### src/rtl/amber48_pkg.sv
// Shared amber48 types: trap causes, execute/writeback records and memory-stage FSM states.
// TRAP_BUS_ERR is only produced when AMBER48_MEM_BUS_ERR_EN is defined.
package amber48_pkg;

    localparam int XLEN = 48;
    localparam int RD_W = 4;

    typedef enum logic [2:0] {
        TRAP_NONE       = 3'd0,
        TRAP_ILLEGAL    = 3'd1,
        TRAP_MISALIGNED = 3'd2,
        TRAP_ECALL      = 3'd3,
        TRAP_BUS_ERR    = 3'd4
    } trap_cause_e;

    typedef struct packed {
        logic              valid;
        logic [RD_W-1:0]   rd;
        logic [XLEN-1:0]   result;
        logic [XLEN-1:0]   store_data;
        logic              writeback_en;
        logic              load;
        logic              store;
        logic              trap;
        trap_cause_e       trap_cause;
    } amber48_execute_out_s;

    typedef enum logic [1:0] {
        IDLE  = 2'd0,
        REQ   = 2'd1,
        WAIT  = 2'd2,
        DRAIN = 2'd3
    } mem_state_e;

    typedef struct packed {
        logic              valid;
        logic              en;
        logic [RD_W-1:0]   rd;
        logic [XLEN-1:0]   data;
        logic              trap;
        trap_cause_e       trap_cause;
    } amber48_writeback_s;

    // Trapped ops never reach the bus, whatever their load/store flags say.
    function automatic logic is_mem_op(input amber48_execute_out_s op);
        return (op.load || op.store) && !op.trap;
    endfunction

endpackage

### src/rtl/amber48_mem_stage.sv
// amber48 memory stage: single-outstanding load/store bus master with a registered writeback record.
// Optional AMBER48_MEM_BUS_ERR_EN adds dmem_err_i, turning bus errors into TRAP_BUS_ERR traps.
module amber48_mem_stage
    import amber48_pkg::*;
(
    input  logic                 clk_i,
    input  logic                 rst_ni,
    input  amber48_execute_out_s ex_i,
    output logic                 ex_ready_o,
    input  logic                 flush_i,
    output logic                 dmem_req_o,
    output logic                 dmem_we_o,
    output logic [XLEN-1:0]      dmem_addr_o,
    output logic [XLEN-1:0]      dmem_wdata_o,
    input  logic                 dmem_gnt_i,
    input  logic                 dmem_rvalid_i,
    input  logic [XLEN-1:0]      dmem_rdata_i,
`ifdef AMBER48_MEM_BUS_ERR_EN
    input  logic                 dmem_err_i,
`endif
    output logic                 wb_valid_o,
    output logic                 wb_en_o,
    output logic [RD_W-1:0]      wb_rd_o,
    output logic [XLEN-1:0]      wb_data_o,
    output logic                 wb_trap_o,
    output trap_cause_e          wb_trap_cause_o,
    output mem_state_e           state_o
);

    // Handshake: ex_i is taken on a cycle where ex_i.valid && ex_ready_o && !flush_i.
    // The dmem bus holds req/addr/we/wdata stable from the request until dmem_gnt_i.

    mem_state_e         state;
    logic [XLEN-1:0]    addr_q;
    logic [XLEN-1:0]    wdata_q;
    logic               we_q;
    logic [RD_W-1:0]    rd_q;
    logic               wb_en_q;
    amber48_writeback_s wb_q;
    logic               accept;
    logic               bus_err;

    assign accept = ex_i.valid && (state == IDLE) && !flush_i;

`ifdef AMBER48_MEM_BUS_ERR_EN
    assign bus_err = dmem_err_i;
`else
    assign bus_err = 1'b0;
`endif

    always_ff @(posedge clk_i or negedge rst_ni) begin
        if (!rst_ni) begin
            state   <= IDLE;
            addr_q  <= '0;
            wdata_q <= '0;
            we_q    <= 1'b0;
            rd_q    <= '0;
            wb_en_q <= 1'b0;
            wb_q    <= '0;
        end else begin
            wb_q.valid <= 1'b0;
            case (state)
                IDLE: begin
                    if (accept) begin
                        if (!is_mem_op(ex_i)) begin
                            wb_q.valid      <= 1'b1;
                            wb_q.en         <= ex_i.writeback_en && !ex_i.trap;
                            wb_q.rd         <= ex_i.rd;
                            wb_q.data       <= ex_i.result;
                            wb_q.trap       <= ex_i.trap;
                            wb_q.trap_cause <= ex_i.trap ? ex_i.trap_cause : TRAP_NONE;
                        end else begin
                            addr_q  <= ex_i.result;
                            wdata_q <= ex_i.store_data;
                            we_q    <= ex_i.store;
                            rd_q    <= ex_i.rd;
                            wb_en_q <= ex_i.writeback_en;
                            state   <= REQ;
                        end
                    end
                end
                REQ: begin
                    if (flush_i) begin
                        // A granted load still owes one rvalid, which DRAIN swallows.
                        state <= (dmem_gnt_i && !we_q) ? DRAIN : IDLE;
                    end else if (dmem_gnt_i) begin
                        if (we_q) begin
                            wb_q.valid      <= 1'b1;
                            wb_q.en         <= 1'b0;
                            wb_q.rd         <= rd_q;
                            wb_q.trap       <= bus_err;
                            wb_q.trap_cause <= bus_err ? TRAP_BUS_ERR : TRAP_NONE;
                            state           <= IDLE;
                        end else begin
                            state <= WAIT;
                        end
                    end
                end
                WAIT: begin
                    if (dmem_rvalid_i) begin
                        if (!flush_i) begin
                            wb_q.valid      <= 1'b1;
                            wb_q.en         <= wb_en_q && !bus_err;
                            wb_q.rd         <= rd_q;
                            wb_q.data       <= dmem_rdata_i;
                            wb_q.trap       <= bus_err;
                            wb_q.trap_cause <= bus_err ? TRAP_BUS_ERR : TRAP_NONE;
                        end
                        state <= IDLE;
                    end else if (flush_i) begin
                        state <= DRAIN;
                    end
                end
                DRAIN: begin
                    if (dmem_rvalid_i) begin
                        state <= IDLE;
                    end
                end
                default: state <= IDLE;
            endcase
        end
    end

    assign ex_ready_o      = (state == IDLE);
    assign dmem_req_o      = (state == REQ);
    assign dmem_we_o       = we_q;
    assign dmem_addr_o     = addr_q;
    assign dmem_wdata_o    = wdata_q;
    assign wb_valid_o      = wb_q.valid;
    assign wb_en_o         = wb_q.en;
    assign wb_rd_o         = wb_q.rd;
    assign wb_data_o       = wb_q.data;
    assign wb_trap_o       = wb_q.trap;
    assign wb_trap_cause_o = wb_q.trap_cause;
    assign state_o         = state;

endmodule

### config.mk
export PLATFORM = sky130hd
export DESIGN_NAME = amber48_mem_stage
export DESIGN_NICKNAME = d
export VERILOG_FILES = /design/src/rtl/amber48_pkg.sv /design/src/rtl/amber48_mem_stage.sv
export SDC_FILE = /design/constraint.sdc
export NUM_CORES = 1
export LEC_CHECK = 0
export ABC_AREA = 1
export ABC_CLOCK_PERIOD_IN_PS = 5200
export CAP_MARGIN = 10
export CORE_UTILIZATION = 43
export CTS_BUF_LIST = sky130_fd_sc_hd__clkbuf_4 sky130_fd_sc_hd__clkbuf_8
export CTS_CLUSTER_DIAMETER = 40
export CTS_CLUSTER_SIZE = 30
export DETAILED_ROUTE_END_ITERATION = 6
export DONT_BUFFER_PORTS = 1
export GPL_TIMING_DRIVEN = 0
export PLACE_DENSITY = 0.6
export SLEW_MARGIN = 25
export SYNTH_ARGS = -nofsm -noshare
export SYNTH_HDL_FRONTEND = slang
export SYNTH_SLANG_ARGS = --single-unit
### constraint.sdc
create_clock -name clk_i -period 5.2 [get_ports clk_i]
set_clock_uncertainty 0.1 [all_clocks]
set_input_delay 1.04 -clock clk_i [delete_from_list [all_inputs] [get_ports clk_i]]
set_output_delay 1.04 -clock clk_i [all_outputs]
set_load 0.05 [all_outputs]
==> impl_metrics.py <==
metrics = {
    "setup_path": {
        "arrival_ns": 1.86,
        "critPathRequiredTime_ns": 4.06,
        "slowest_delay_ns": 0.75,
        "worst_setup_path_end_kind": "primary output",
        "crit_fanout": 6,
        "crit_family": "flip-flops",
        "path_class": "register to primary output",
        "rrSetupSlack_ns": 2.24,
        "critPathLaunchType": "register",
        "cp_cell_sequence": "ha_1",
        "crit_buf_inv": 0,
        "crit_path_top_delay_cell": "dfrtp_1",
    },
    "detailed_routing": {
        "wl_per_cell_um": 17.2,
        "drt-pass1-iter-count": 5,
        "initialDrtViolationCount": 341,
        "antenna_left": 0,
        "vias": 5777,
        "drc_errors": 0,
        "totalWireLength_mm": 20.3,
        "viasPerCell": 4.90,
    },
    "placement": {
        "dp_hpwl_mm": 14.9,
        "place_congestion": 0.819,
        "dp_worst_setup_slack_ns": 2.21,
        "numPortBuffers": 0,
    },
    "finish": {
        "final_util": 0.488,
        "layout-drive-gt1-share": 0.0856,
        "insertedDiodeCount": 0,
        "layout.nets": 1112,
        "syn_to_final_growth_pct": 10.2,
    },
    "pwr": {
        "p_leak_nw": 4.48,
        "p_sw_mw": 3.39,
        "clock_power_share": 0.179,
        "seqPwrFrac": 0.652,
        "combPwrFrac": 0.169,
        "power.internal_mw": 2.77,
        "power_density_nw_per_um2": 759,
        "peakVddDrop_mv": 0.382,
        "finalPower_mw": 6.16,
        "switching_share": 0.550,
    },
    "clock_network": {
        "clk_pin_slew_worst_paths_ns": 0.08,
        "cts_setup_buffers": 0,
        "cts_tree": "done",
        "cts_resized": 0,
        "cts-htree-levels": 4,
        "cts_sinks": 162,
        "clockBufferDepth": 2,
        "cts_hold_buf": 0,
        "clock-root-buffer": "clkbuf_8",
        "cts_made_buffers": 17,
        "clkLatencyLatePin_ns": 0.44,
    },
    "global_routing": {
        "grtUsageTotal": 0.233,
        "gr-usage-met3": 0.0835,
        "overflow": 0,
        "grt.met2_usage": 0.378,
        "antenna_found_initial": 0,
        "grt_max_degree": 163,
        "use_met1": 0.287,
        "grt_pass1_vias": 5693,
        "grt_pass1_wl_mm": 31.7,
        "grt_busiest_layer": "met2",
    },
    "floorplanning": {
        "start_util": 0.443,
        "ioPinCount": 320,
        "die-area_um2": 17700,
        "die_h_um": 133,
        "num_rows": 47,
        "die_x_um": 133,
        "core_um2": 16600,
    },
    "sta": {
        "fin_crit_sh": 0.578,
        "hold_viol": 0,
        "tightest_slew_ns": 0.718,
        "rsz0062_at_grt": "false",
        "slew_headroom": 0.517,
        "finalWorstPathRequiredPeriod_ns": 3.00,
        "fin_ws_ns": 2.20,
        "fin_setup_tns_ns": 0,
        "setup_viol_count_final": 0,
        "fmax_ghz": 0.333,
        "slew_violations": 0,
    },
    "synthesis": {
        "netlist_area_um2": 7370,
        "ys_ff_latch": 162,
        "seq_area_frac_synth": 0.550,
        "dominantRegCellSynth": "dfrtp_1",
        "syn_nets": 1093,
        "syn_avg_cell_area_um2": 7.95,
        "syn_inst": 927,
        "synth_cell_type_count": 21,
        "yosysWarnings": 0,
        "synth_edf_count": 0,
        "async_reset_ff_frac": 1.00,
    },
    "hold_path": {
        "hp-class": "input pin to asynchronous set/reset pin",
    },
    "outcome": {
        "status": "completed",
    },
    "flow_run": {
        "drv_cap": 0,
    },
}
==> layer usage <==
metal / share of wire / vias to the layer above
li1: - / 2870
met1: 0.41 / 2664
met2: 0.48 / 222
met3: 0.087 / 21
met4: 0.019 / 0
met5: 0 / -
==> kinds of logic after synthesis <==
| group | count (synthesis) | synth area share |
|---|---|---|
| fa+ha+maj | 5 | 0.00849 |
| simple gates | 440 | 0.238 |
| flops | 162 | 0.550 |
| buf+inv | 164 | 0.0971 |
| compound gates | 156 | 0.106 |
==> power groups by stage <==
stage	combinational [mW]	sequential, mW	clock [mW]
after detailed placement	1.06	4.05	0
after floorplan	0.845	3.89	0
after CTS	1.06	4.03	1.13
final	1.04	4.02	1.10
after global routing	1.22	4.08	1.18
after global placement	1.03	4.05	0
==> cell usage after synthesis, types with 4 or more instances <==
cell type / n / area (µm²)
nand2_2: 14 / 87.6
nand2_1: 391 / 1470
a21oi_1: 4 / 20.0
ha_1: 5 / 62.6
o21ai_0: 128 / 641
buf_6: 6 / 67.6
nor3_1: 4 / 20.0
nand3_1: 16 / 80.1
nor2_1: 10 / 37.5
o21ai_1: 24 / 120
inv_1: 114 / 428
buf_2: 20 / 100
clkbuf_1: 18 / 67.6
dfrtp_1: 162 / 4050
==> cell usage in the layout (no fill, tap or decap) <==
cell type and count:
a21oi_1 4, buf_2 20, buf_4 2, buf_6 6, buf_8 2, bufinv_16 6, clkbuf_1 18, clkbuf_4 2
clkbuf_8 17, clkinv_2 1, clkinv_4 1, clkinvlp_4 1, dfrtp_1 162, ha_1 5, inv_1 114, inv_2 2
inv_6 3, nand2_1 391, nand2_2 14, nand2_4 1, nand3_1 16, nand3_4 2, nor2_1 10, nor2_2 1
nor2_4 1, nor3_1 4, o21ai_0 128, o21ai_1 24
==> state kept, by name, summed over array words and instances, names as in the netlist <==
register	cells
rd_q	4
wb_data_o	48
dmem_we_o	1
wb_rd_o	4
wb_en_q	1
dmem_wdata_o	48
state_o	2
dmem_addr_o	48
wb_valid_o	1
wb_en_o	1
wb_trap_cause_o	3
wb_trap_o	1
==> cell type report <==
class	instances	area, µm²
Clock buffer	19	249
Inverter	116	435
Fill cell	1638	8520
Clock inverter	12	228
Sequential cell	162	4050
Multi-Input combinational cell	601	2600
Tap cell	220	275
Buffer	48	280
==> per-stage QoR <==
stage	instance area (µm²)	hold slack [ns]	cells
after floorplan	7370	0.353	927
after global placement	7640	0.373	1147
after detailed placement	7640	0.383	1147
after CTS	8120	0.151	1178
after global routing	8120	0.148	1178
final	8120	0.186	1178
==> path summary, 6_finish.rpt <==
kind,start,endpoint,depth (start not counted)
max in group asynchronous,rst_ni,dmem_we_o$_DFFE_PN0P_,0
hold reg to reg,wb_en_q$_DFFE_PN0P_,wb_en_q$_DFFE_PN0P_,2
hold / removal,rst_ni,dmem_wdata_o[27]$_DFFE_PN0P_,0
min in group clk_i,wb_en_q$_DFFE_PN0P_,wb_en_q$_DFFE_PN0P_,2
setup / recovery,state_o[0]$_DFFE_PN0P_,dmem_req_o,1
setup reg to reg,state_o[0]$_DFFE_PN0P_,wb_data_o[37]$_DFFE_PN0P_,11
Power figures use the tool's default switching activity.
